File: src/rtl/conv_pkg.sv
// Shared definitions for the convolution result streaming path.
// Provides the streamer FSM state encoding, default datapath geometry
// and the AXI4-Stream keep mask used for fully populated beats.
package conv_pkg;

    typedef enum logic [1:0] {
        ST_IDLE = 2'd0,
        ST_RUN  = 2'd1,
        ST_DONE = 2'd2
    } state_e;

    localparam int DEF_DATA_WIDTH  = 32;
    localparam int DEF_KERNEL_SIZE = 3;
    localparam int DEF_KEEP_W      = DEF_DATA_WIDTH / 8;

    // Every byte of a result word is meaningful.
    localparam logic [DEF_KEEP_W-1:0] KEEP_ALL_ONES = {DEF_KEEP_W{1'b1}};

endpackage

File: src/rtl/result_fifo.sv
// Synchronous first-word fall-through FIFO for convolution results.
// Ports:
//   clk, rst_n      clock, asynchronous active-low reset
//   clr             synchronous clear (empties the FIFO)
//   push, din       write request and data (ignored when full unless popping)
//   pop, dout       read request and head-of-queue word (valid when !empty)
//   full, empty     occupancy flags
//   level           number of stored words
module result_fifo
    import conv_pkg::*;
#(
    parameter int DATA_WIDTH = DEF_DATA_WIDTH,
    parameter int DEPTH      = 16
) (
    input  logic                       clk,
    input  logic                       rst_n,
    input  logic                       clr,
    input  logic                       push,
    input  logic                       pop,
    input  logic [DATA_WIDTH-1:0]      din,
    output logic [DATA_WIDTH-1:0]      dout,
    output logic                       full,
    output logic                       empty,
    output logic [$clog2(DEPTH):0]     level
);

    localparam int ADDR_W = $clog2(DEPTH);
    localparam int LVL_W  = ADDR_W + 1;

    logic [DATA_WIDTH-1:0] mem_r [DEPTH];
    logic [ADDR_W-1:0]     wr_ptr_r;
    logic [ADDR_W-1:0]     rd_ptr_r;
    logic [LVL_W-1:0]      level_r;
    logic                  do_push_s;
    logic                  do_pop_s;

    assign full  = (level_r == LVL_W'(DEPTH));
    assign empty = (level_r == {LVL_W{1'b0}});
    assign level = level_r;
    // Head word comes straight from the storage registers, so it is stable
    // for as long as the read pointer does not move.
    assign dout  = mem_r[rd_ptr_r];

    // A full FIFO still accepts a write when the same cycle frees a slot.
    assign do_push_s = push && (!full || pop);
    assign do_pop_s  = pop && !empty;

    // Storage array write port; contents need no reset since level gates reads.
    always_ff @(posedge clk) begin
        if (do_push_s) begin
            mem_r[wr_ptr_r] <= din;
        end
    end

    // Pointer and occupancy bookkeeping.
    always_ff @(posedge clk or negedge rst_n) begin
        if (!rst_n) begin
            wr_ptr_r <= {ADDR_W{1'b0}};
            rd_ptr_r <= {ADDR_W{1'b0}};
            level_r  <= {LVL_W{1'b0}};
        end else if (clr) begin
            wr_ptr_r <= {ADDR_W{1'b0}};
            rd_ptr_r <= {ADDR_W{1'b0}};
            level_r  <= {LVL_W{1'b0}};
        end else begin
            if (do_push_s) begin
                wr_ptr_r <= wr_ptr_r + ADDR_W'(1);
            end
            if (do_pop_s) begin
                rd_ptr_r <= rd_ptr_r + ADDR_W'(1);
            end
            case ({do_push_s, do_pop_s})
                2'b10:   level_r <= level_r + LVL_W'(1);
                2'b01:   level_r <= level_r - LVL_W'(1);
                default: level_r <= level_r;
            endcase
        end
    end

endmodule

File: src/rtl/conv_result_streamer.sv
// Captures convolution results (cSum on each rising edge of cReady) into a
// result FIFO and streams them out on an AXI4-Stream master port, marking
// the final beat of each frame with m_axis_last.
// Ports:
//   axi_clk, axi_reset_n    clock, asynchronous active-low reset
//   enable, soft_reset      control-register enable and synchronous clear
//   img_width, img_height   frame geometry used to size the valid window
//   cSum, cReady            result word and result-valid level
//   m_axis_*                AXI4-Stream master (valid/data/ready/last/keep)
//   overflow                sticky: a result was dropped on a full FIFO
//   frame_done              one-cycle pulse after the last beat handshakes
//   fifo_level              current FIFO occupancy
module conv_result_streamer
    import conv_pkg::*;
#(
    parameter int DATA_WIDTH  = DEF_DATA_WIDTH,
    parameter int KERNEL_SIZE = DEF_KERNEL_SIZE,
    parameter int FIFO_DEPTH  = 16,
    parameter int DIM_WIDTH   = 16
) (
    input  logic                          axi_clk,
    input  logic                          axi_reset_n,
    input  logic                          enable,
    input  logic                          soft_reset,
    input  logic [DIM_WIDTH-1:0]          img_width,
    input  logic [DIM_WIDTH-1:0]          img_height,
    input  logic [DATA_WIDTH-1:0]         cSum,
    input  logic                          cReady,
    output logic                          m_axis_valid,
    output logic [DATA_WIDTH-1:0]         m_axis_data,
    input  logic                          m_axis_ready,
    output logic                          m_axis_last,
    output logic [DATA_WIDTH/8-1:0]       m_axis_keep,
    output logic                          overflow,
    output logic                          frame_done,
    output logic [$clog2(FIFO_DEPTH):0]   fifo_level
);

    localparam int CNT_W  = 2 * DIM_WIDTH;
    localparam int KEEP_W = DATA_WIDTH / 8;
    localparam logic [DIM_WIDTH-1:0] K_DIM = DIM_WIDTH'(KERNEL_SIZE);
    localparam logic [DIM_WIDTH-1:0] K_M1  = DIM_WIDTH'(KERNEL_SIZE - 1);
    localparam logic [KEEP_W-1:0] KEEP_ONES =
        (KEEP_W == DEF_KEEP_W) ? KEEP_W'(KEEP_ALL_ONES) : {KEEP_W{1'b1}};

    state_e              state_r, state_next_s;
    logic                cready_d_r;
    logic [CNT_W-1:0]    total_r, total_s;
    logic [CNT_W-1:0]    in_cnt_r, out_cnt_r;
    logic                overflow_r, frame_done_r;
    logic                latch_total_s, clr_cnt_s;
    logic                push_req_s, accept_s, fifo_push_s, drop_s, pop_s, last_s;
    logic                fifo_full_s, fifo_empty_s;
    logic [DATA_WIDTH-1:0] fifo_dout_s;

    // Valid output window; a dimension smaller than the kernel yields no output.
    always_comb begin
        total_s = {CNT_W{1'b0}};
        if ((img_width >= K_DIM) && (img_height >= K_DIM)) begin
            total_s = CNT_W'(img_width - K_M1) * CNT_W'(img_height - K_M1);
        end else begin
            total_s = {CNT_W{1'b0}};
        end
    end

    assign push_req_s  = enable && (state_r == ST_RUN) && cReady && !cready_d_r;
    // Results beyond the frame window are silently discarded.
    assign accept_s    = push_req_s && (in_cnt_r < total_r);
    assign pop_s       = m_axis_valid && m_axis_ready;
    assign fifo_push_s = accept_s && (!fifo_full_s || pop_s);
    assign drop_s      = accept_s && fifo_full_s && !pop_s;
    assign last_s      = m_axis_valid && (out_cnt_r == (total_r - CNT_W'(1)));

    assign m_axis_valid = !fifo_empty_s;
    // Stale storage is masked so the bus reads zero when idle.
    assign m_axis_data  = m_axis_valid ? fifo_dout_s : {DATA_WIDTH{1'b0}};
    assign m_axis_keep  = m_axis_valid ? KEEP_ONES : {KEEP_W{1'b0}};
    assign m_axis_last  = last_s;
    assign overflow     = overflow_r;
    assign frame_done   = frame_done_r;

    result_fifo #(
        .DATA_WIDTH (DATA_WIDTH),
        .DEPTH      (FIFO_DEPTH)
    ) u_fifo (
        .clk   (axi_clk),
        .rst_n (axi_reset_n),
        .clr   (soft_reset),
        .push  (fifo_push_s),
        .pop   (pop_s),
        .din   (cSum),
        .dout  (fifo_dout_s),
        .full  (fifo_full_s),
        .empty (fifo_empty_s),
        .level (fifo_level)
    );

    // Frame sequencing: next state plus total-latch and counter-clear strobes.
    always_comb begin
        state_next_s  = state_r;
        latch_total_s = 1'b0;
        clr_cnt_s     = 1'b0;
        case (state_r)
            ST_IDLE: begin
                if (enable && (total_s != {CNT_W{1'b0}})) begin
                    state_next_s  = ST_RUN;
                    latch_total_s = 1'b1;
                    clr_cnt_s     = 1'b1;
                end else begin
                    state_next_s  = ST_IDLE;
                end
            end
            ST_RUN: begin
                if (pop_s && last_s) begin
                    state_next_s = ST_DONE;
                end else if (!enable && fifo_empty_s) begin
                    // Enable dropped mid-frame and everything captured has drained.
                    state_next_s = ST_IDLE;
                end else begin
                    state_next_s = ST_RUN;
                end
            end
            ST_DONE: begin
                clr_cnt_s = 1'b1;
                if (enable && (total_s != {CNT_W{1'b0}})) begin
                    state_next_s  = ST_RUN;
                    latch_total_s = 1'b1;
                end else begin
                    state_next_s  = ST_IDLE;
                end
            end
            default: begin
                state_next_s = ST_IDLE;
            end
        endcase
    end

    // State, edge-detect history, frame total and status flags.
    always_ff @(posedge axi_clk or negedge axi_reset_n) begin
        if (!axi_reset_n) begin
            state_r      <= ST_IDLE;
            cready_d_r   <= 1'b0;
            total_r      <= {CNT_W{1'b0}};
            overflow_r   <= 1'b0;
            frame_done_r <= 1'b0;
        end else if (soft_reset) begin
            state_r      <= ST_IDLE;
            cready_d_r   <= 1'b0;
            total_r      <= {CNT_W{1'b0}};
            overflow_r   <= 1'b0;
            frame_done_r <= 1'b0;
        end else begin
            state_r      <= state_next_s;
            cready_d_r   <= cReady;
            if (latch_total_s) begin
                total_r <= total_s;
            end
            if (drop_s) begin
                overflow_r <= 1'b1;
            end
            // High during the DONE cycle that follows the last-beat handshake.
            frame_done_r <= (state_r == ST_RUN) && pop_s && last_s;
        end
    end

    // Input/output beat counters; in_cnt advances even on dropped results.
    always_ff @(posedge axi_clk or negedge axi_reset_n) begin
        if (!axi_reset_n) begin
            in_cnt_r  <= {CNT_W{1'b0}};
            out_cnt_r <= {CNT_W{1'b0}};
        end else if (soft_reset || clr_cnt_s) begin
            in_cnt_r  <= {CNT_W{1'b0}};
            out_cnt_r <= {CNT_W{1'b0}};
        end else begin
            if (accept_s) begin
                in_cnt_r <= in_cnt_r + CNT_W'(1);
            end
            if (pop_s) begin
                out_cnt_r <= out_cnt_r + CNT_W'(1);
            end
        end
    end

endmodule

File: config.mk
export PLATFORM = sky130hd
export DESIGN_NAME = conv_result_streamer
export DESIGN_NICKNAME = d
export VERILOG_FILES = /design/src/rtl/conv_pkg.sv /design/src/rtl/result_fifo.sv /design/src/rtl/conv_result_streamer.sv
export SDC_FILE = /design/constraint.sdc
export NUM_CORES = 2
export LEC_CHECK = 0
export BUFFER_PORTS_ARGS = -buffer_cell sky130_fd_sc_hd__buf_2
export CAP_MARGIN = 10
export CORE_AREA = 2 2 336 338
export DETAILED_ROUTE_END_ITERATION = 6
export DIE_AREA = 0 0 338 340
export GPL_ROUTABILITY_DRIVEN = 0
export GPL_TIMING_DRIVEN = 0
export MAX_ROUTING_LAYER = met4
export SYNTH_ARGS = -nofsm -noshare
export SYNTH_HDL_FRONTEND = slang
export SYNTH_SLANG_ARGS = --single-unit
File: constraint.sdc
create_clock -name axi_clk -period 6.4 [get_ports axi_clk]
set_input_delay 0.96 -clock axi_clk [delete_from_list [all_inputs] [get_ports axi_clk]]
set_output_delay 0.96 -clock axi_clk [all_outputs]
set_load 0.01 [all_outputs]
Word-level counts from Yosys, hierarchy flattened
Memories as Yosys holds them, arrays and structs flattened.
Index checks and enable logic that the tools add are counted.
{"block": "op_classes", "n_addsub": 9, "mul": 1, "n_lt_le_gt_ge": 3, "eq_ne": 6, "muxes": 29, "n_reduce_logical": 35}
{"operator": "32-bit two-way mux", "n": 8}
{"operator": "32-bit by 1-bit adder with 32-bit output, second input constant", "n": 2}
{"operator": "16-bit by 2-bit subtractor with 17-bit output, second input constant", "n": 2}
{"operator": "32-bit == test", "n": 1}
{"operator": "16-bit by 2-bit greater-or-equal comparator with 1-bit output, second input constant", "n": 2}
{"operator": "32-bit less-than comparator", "n": 1}
{"operator": "17-bit by 17-bit multiplier with 32-bit output", "n": 1}
{"operator": "32-bit nonzero test", "n": 1}
{"operator": "32-bit by 1-bit subtractor with 32-bit output, second input constant", "n": 1}
{"operator": "4-bit two-way mux", "n": 5}
{"operator": "1-bit logical AND", "n": 17}
{"operator": "2-bit nonzero test", "n": 6}
{"operator": "1-bit two-way mux", "n": 10}
{"operator": "5-bit one-hot mux with 2 select lines", "n": 1}
{"operator": "4-bit by 1-bit adder with 4-bit output, second input constant", "n": 2}
{"operator": "5-bit by 1-bit adder with 5-bit output, second input constant", "n": 1}
{"operator": "5-bit == test, second input constant", "n": 1}
{"operator": "1-bit zero test", "n": 5}
{"operator": "5-bit zero test", "n": 1}
{"operator": "5-bit two-way mux", "n": 1}
{"operator": "5-bit by 1-bit subtractor with 5-bit output, second input constant", "n": 1}
{"operator": "2-bit by 1-bit == test with 1-bit output, second input constant", "n": 2}
{"operator": "2-bit == test, second input constant", "n": 2}
{"operator": "2-bit two-way mux", "n": 2}
{"operator": "6 further kinds", "n": 7}
{"block": "word_totals", "regBits": 114, "ramBits": 512, "in_bits": 70, "out_inout_bits": 45, "elab_cells": 94, "n_memories": 1}
{"name": "u_fifo.mem_r", "depth": 16, "width": 32, "rd": 1, "rd_clocked_by_memory_dff": 0, "wr": 1, "line_no": "result_fifo.sv:30", "rtl": "logic [DATA_WIDTH-1:0] mem_r [DEPTH];"}

Longest topological paths before layout
{"block": "logic_depth", "word_depth": 10, "depth_mapped": 33, "mapped_depth_nobuf": 29}

Hierarchy
Synthesis repeated with hierarchy kept, for this count alone.
{"block": "unflattened", "cells_unflattened": 3015, "hier_area_um2": 38679.6}
{"mod": "result_fifo", "instances": 1, "cells_each": 901, "area_each_um2": 20099.3, "seq_area_each_um2": 15700.1}
{"mod": "conv_result_streamer", "instances": 1, "cells_each": 2114, "area_each_um2": 18580.3, "seq_area_each_um2": 2527.4}

Least setup slack after synthesis
No wires, ideal clock.
{"block": "synth_timing", "path_kind": "input port to flip-flop", "startpoint": "input img_height[1]", "endpoint": "register total_r[13]", "setup_time_ns": 0.128, "t_arrival_ns": 9.157, "setup_slack_ns": -2.885, "stages": 30, "path_cell_list": "clkbuf_1 clkbuf_1 inv_1 ha_1 or4b_1 nor3b_1 nor3b_1 xor2_1 clkbuf_1 nand2_1 fa_1 fa_1 fa_1 fa_1 fa_1 fa_1 inv_1 ha_1 clkbuf_1 nand4_1 a41oi_1 nand4_1 o211ai_1 xor2_1 nor3_1 nand4_1 or4_1 buf_2 o21ai_4 mux2_1"}
{"block": "synth_between", "elab_chain_cells": 8}
{"element": "start, declared", "line_no": "conv_result_streamer.sv:26", "rtl": "input logic [DIM_WIDTH-1:0] img_height,"}
{"element": "16-bit by 2-bit subtractor with 17-bit output or 16-bit by 2-bit greater-or-equal comparator with 1-bit output (tied branches)", "line_no": "conv_result_streamer.sv:60, conv_result_streamer.sv:59"}
{"element": "17-bit by 17-bit multiplier with 32-bit output or 1-bit logical AND (tied branches)", "line_no": "conv_result_streamer.sv:60, conv_result_streamer.sv:59"}
{"element": "32-bit two-way mux (*)", "line_no": "conv_result_streamer.sv:59", "rtl": "if ((img_width >= K_DIM) && (img_height >= K_DIM)) begin"}
{"element": "32-bit nonzero test", "line_no": "conv_result_streamer.sv:105, conv_result_streamer.sv:125"}
{"element": "1-bit logical AND", "line_no": "conv_result_streamer.sv:105, conv_result_streamer.sv:125"}
{"element": "1-bit two-way mux", "line_no": "conv_result_streamer.sv:105, conv_result_streamer.sv:125"}
{"element": "1-bit two-way mux"}
{"element": "2-bit nonzero test (no line)"}
{"element": "end signal, assigned", "line_no": "conv_result_streamer.sv:143", "rtl": "total_r <= {CNT_W{1'b0}};"}
{"element": "end signal, assigned", "line_no": "conv_result_streamer.sv:149", "rtl": "total_r <= {CNT_W{1'b0}};"}
{"element": "end signal, assigned", "line_no": "conv_result_streamer.sv:156", "rtl": "total_r <= total_s;"}
{"element": "end, declared", "line_no": "conv_result_streamer.sv:48", "rtl": "logic [CNT_W-1:0] total_r, total_s;"}
Mark *: on every way between the ends. The rest lies on a longest branch, timed or not. The select of a mux whose other input is x is not followed.
A chain may end at the register's enable or synchronous reset.

Worst setup path after layout
{"block": "layout_timing", "startpoint": "input img_height[1]", "endpoint": "register total_r[15]"}
Same word-level chain as after synthesis.

==> flow_metrics.tcl <==
set metrics [dict create \
    powerDensity_nw_per_um2 541.4 \
    p_int_mw 13.94 \
    worstSkewPairLatency_ps 620 \
    place_area_um2 42070 \
    whs_ps 261.9 \
    io_pins 115 \
    coreArea_um2 111600 \
    crit_path_end_kind "flop" \
    dieHeight_um 340 \
    hold_class "primary input to async pin" \
    p_leak_nw 17.00 \
    synth_nets 3494 \
    stdcell_count 4900 \
    yosysMostFrequentCell "edfxtp_1" \
    worstSetupStartpointType "primary input" \
    synth_edf_count 512 \
    cts_tree "built" \
    synth_seq_area_share_pct 46.98 \
    ys.warnings.count 0 \
    syn_to_final_growth_pct 20.07 \
    netlist_area_um2 38800 \
    final.period_utilization_pct 137.1 \
    syn_inst 3015 \
    postLayoutCoreUtil_pct 41.75 \
    rsz0062_at_grt "yes" \
    drv_cap 0 \
    finalSetupTns_ps -217550 \
    grt_max_degree 79 \
    status "complete, but fails checks" \
    skew_ps 54.43 \
    fin_crit_ps 8777 \
    synth_commonest_cells "edfxtp_1, fa_1, inv_1, nand2_1, nor2_1" \
    vias 25560 \
    antenna_found_initial 9 \
    avgSynthCellArea_um2 12.87 \
    fmax_ghz 0.1139 \
    fin_area_um2 46580 \
    reg2regPathDepth 12 \
    path_class "primary input to flop" \
    required_ps 6860 \
    numCtsBuffers 68 \
    drive_gt1_share_pct 23.02 \
    first_global_vias 26620 \
    rrSetupSlack_ps 1830 \
    power.total_mw 25.22 \
    start_util_pct 34.77 \
    ys_ff_latch 626 \
    synthTopCellsByArea "edfxtp_1, fa_1, mux4_2" \
    track_usage_pct 19.33 \
    worst_slack_ps -2377 \
    switchingPower_mw 11.28 \
    met3_usage_pct 2.307 \
    die_x_um 338 \
    crit_end "total_r[15]$_DFFE_PN0P_" \
    core.rowCount 123 \
    synth_ff_type "edfxtp_1" \
    yosysTopAreaCellShare_pct 39.63 \
    dieArea_um2 114900 \
    use_met2_pct 32.19 \
    drt_first_iter_violations 2332 \
    htreeDepth 3 \
    path_common_cell "fa_1" \
    async_flop_share_pct 18.21 \
    drv_slew 0 \
    cp_max_fo 6 \
    pwr-share-seq_pct 18.3 \
    cts_root_buf "clkbuf_16" \
    ant_nets 0 \
    slowest_delay_ps 600 \
    wirelength_mm 106.4 \
    drt_pre_antenna_iters 5 \
    final_nets 3820 \
    grt.busiest_layer "met2" \
    hpwl_mm 76.37 \
    dpl.cell_count 4662 \
    pwr-share-comb_pct 66.7 \
    drc 0 \
    grt_pass1_wl_mm 164.4 \
    switching_share_pct 44.71 \
    wl_per_cell_um 21.72 \
    dpl_worst_slack_ps -4257 \
    numClockSinks 626 \
    arrival_ps 9230 \
    vias_per_cell 5.217 \
    ir_drop_mv 1.013 \
    r2r_end "u_fifo.mem_r[8][24]$_DFFE_PP_" \
    portBuffers 109 \
    path_clk_slew_ps 60 \
    critPathSlowestCell "or4_4" \
    grt-ovfl-total 0 \
    synth_cell_types 79 \
    pwr-share-clk_pct 15.0 \
    reg2reg_from "total_r[17]$_DFFE_PN0P_" \
    tightest_slew_ps 1288 \
    synth_top_area_cell "edfxtp_1" \
    globalRouteMet1Util_pct 25.11 \
    violations "setup timing" \
    cp-startpoint "img_height[1]" \
    cts_buffer_depth 3 \
    hold_viol 0 \
    relSlewSlack_pct 14.11 \
    setup-violations-final 97 \
]
==> flip-flops by register name, summed over array words and instances (netlist names) <==
register	count
u_fifo.level	5
u_fifo.wr_ptr_r	4
u_fifo.rd_ptr_r	4
cready_d_r	1
frame_done	1
in_cnt_r	32
out_cnt_r	32
state_r	2
total_r	32
overflow	1
u_fifo.mem_r	512
==> area by class of cell <==
type	count	area (um2)
Fill cell	10250	64990
Multi-Input combinational cell	1958	20300
Sequential cell	626	18230
Timing Repair Buffer	263	2131
Tap cell	1500	1877
Clock buffer	90	1847
Inverter	284	1077
Buffer	140	783.3
Clock inverter	31	317.8
Antenna cell	8	20.02
==> layer usage <==
| metal | wire length (um) | up-vias | part of all wire [%] |
|---|---|---|---|
| li1 | - | 11350 | - |
| met1 | 45020 | 13300 | 42 |
| met2 | 53470 | 724 | 50 |
| met3 | 5176 | 189 | 4.9 |
| met4 | 2762 | 0 | 2.6 |
| met5 | 0 | - | 0 |
==> logic make-up (layout without fill, tap and decap cells) <==
family                   Yosys count  after routing  synth area share (%)
multiplexers                     185            185                 9.956
AO/OA/AOI/OAI                    340            341                 5.418
adder cells (fa/ha/maj)          409            409                 18.67
flip-flops                       626            626                 46.98
other                              0              8                     0
XOR/XNOR                         192            192                 4.389
buffers and inverters            432            808                 4.273
AND/OR/NAND/NOR                  831            831                 10.31
==> power groups by stage <==
stage / clock (mW) / sequential (mW) / combinational (mW)
after global routing: 4.02 / 4.62 / 18.3
after CTS: 3.86 / 4.61 / 15.2
final: 3.78 / 4.62 / 16.8
after global placement: 0 / 4.70 / 13.4
after detailed placement: 0 / 4.70 / 13.3
after floorplan: 0 / 4.66 / 9.74
==> worst min path at each step <==
| stage | endpoint | cells after the start |
|---|---|---|
| final | in_cnt_r[24]$_DFFE_PN0P_ | 1 |
| after global routing | in_cnt_r[22]$_DFFE_PN0P_ | 1 |
| after CTS | in_cnt_r[7]$_DFFE_PN0P_ | 1 |
| after detailed placement | overflow$_DFFE_PN0P_ | 2 |
| after global placement | overflow$_DFFE_PN0P_ | 2 |
| after floorplan | overflow$_DFFE_PN0P_ | 2 |
==> cells in the final DEF, fill, tap and decap left out, drive strengths merged, types with 14 or more instances in the layout <==
| master | instances |
|---|---|
| edfxtp | 512 |
| buf | 295 |
| fa | 283 |
| inv | 281 |
| nand2 | 269 |
| nor2 | 212 |
| clkbuf | 198 |
| o21ai | 169 |
| mux4 | 160 |
| ha | 126 |
| dfrtp | 114 |
| xnor2 | 100 |
| xor2 | 91 |
| and2 | 79 |
| nor3 | 62 |
| a21oi | 50 |
| nor4 | 33 |
| nand4 | 32 |
| nand3 | 32 |
| clkinv | 28 |
| nand2b | 22 |
| a21o | 20 |
| mux2i | 18 |
| and3 | 16 |
| a211oi | 14 |
==> what timing repair did <==
item / 4_1_cts / 5_1_grt
setup buffers: 69 / 44
pin swaps: 108 / 49
hold buffers: 0 / 0
endpoints found under the setup margin: 97 / 97
gates cloned: 10 / 0
resized for setup: 231 / 87
==> worst max-delay path: cells and delay by family <==
kind | cells | cell delay [ps]
fa+ha+maj | 8 | 3430
compound gates | 2 | 340
buf+inv | 10 | 1170
simple gates | 10 | 2610
mux | 1 | 330
xor+xnor | 2 | 380
Note: power is estimated with default switching activity, not from simulation.
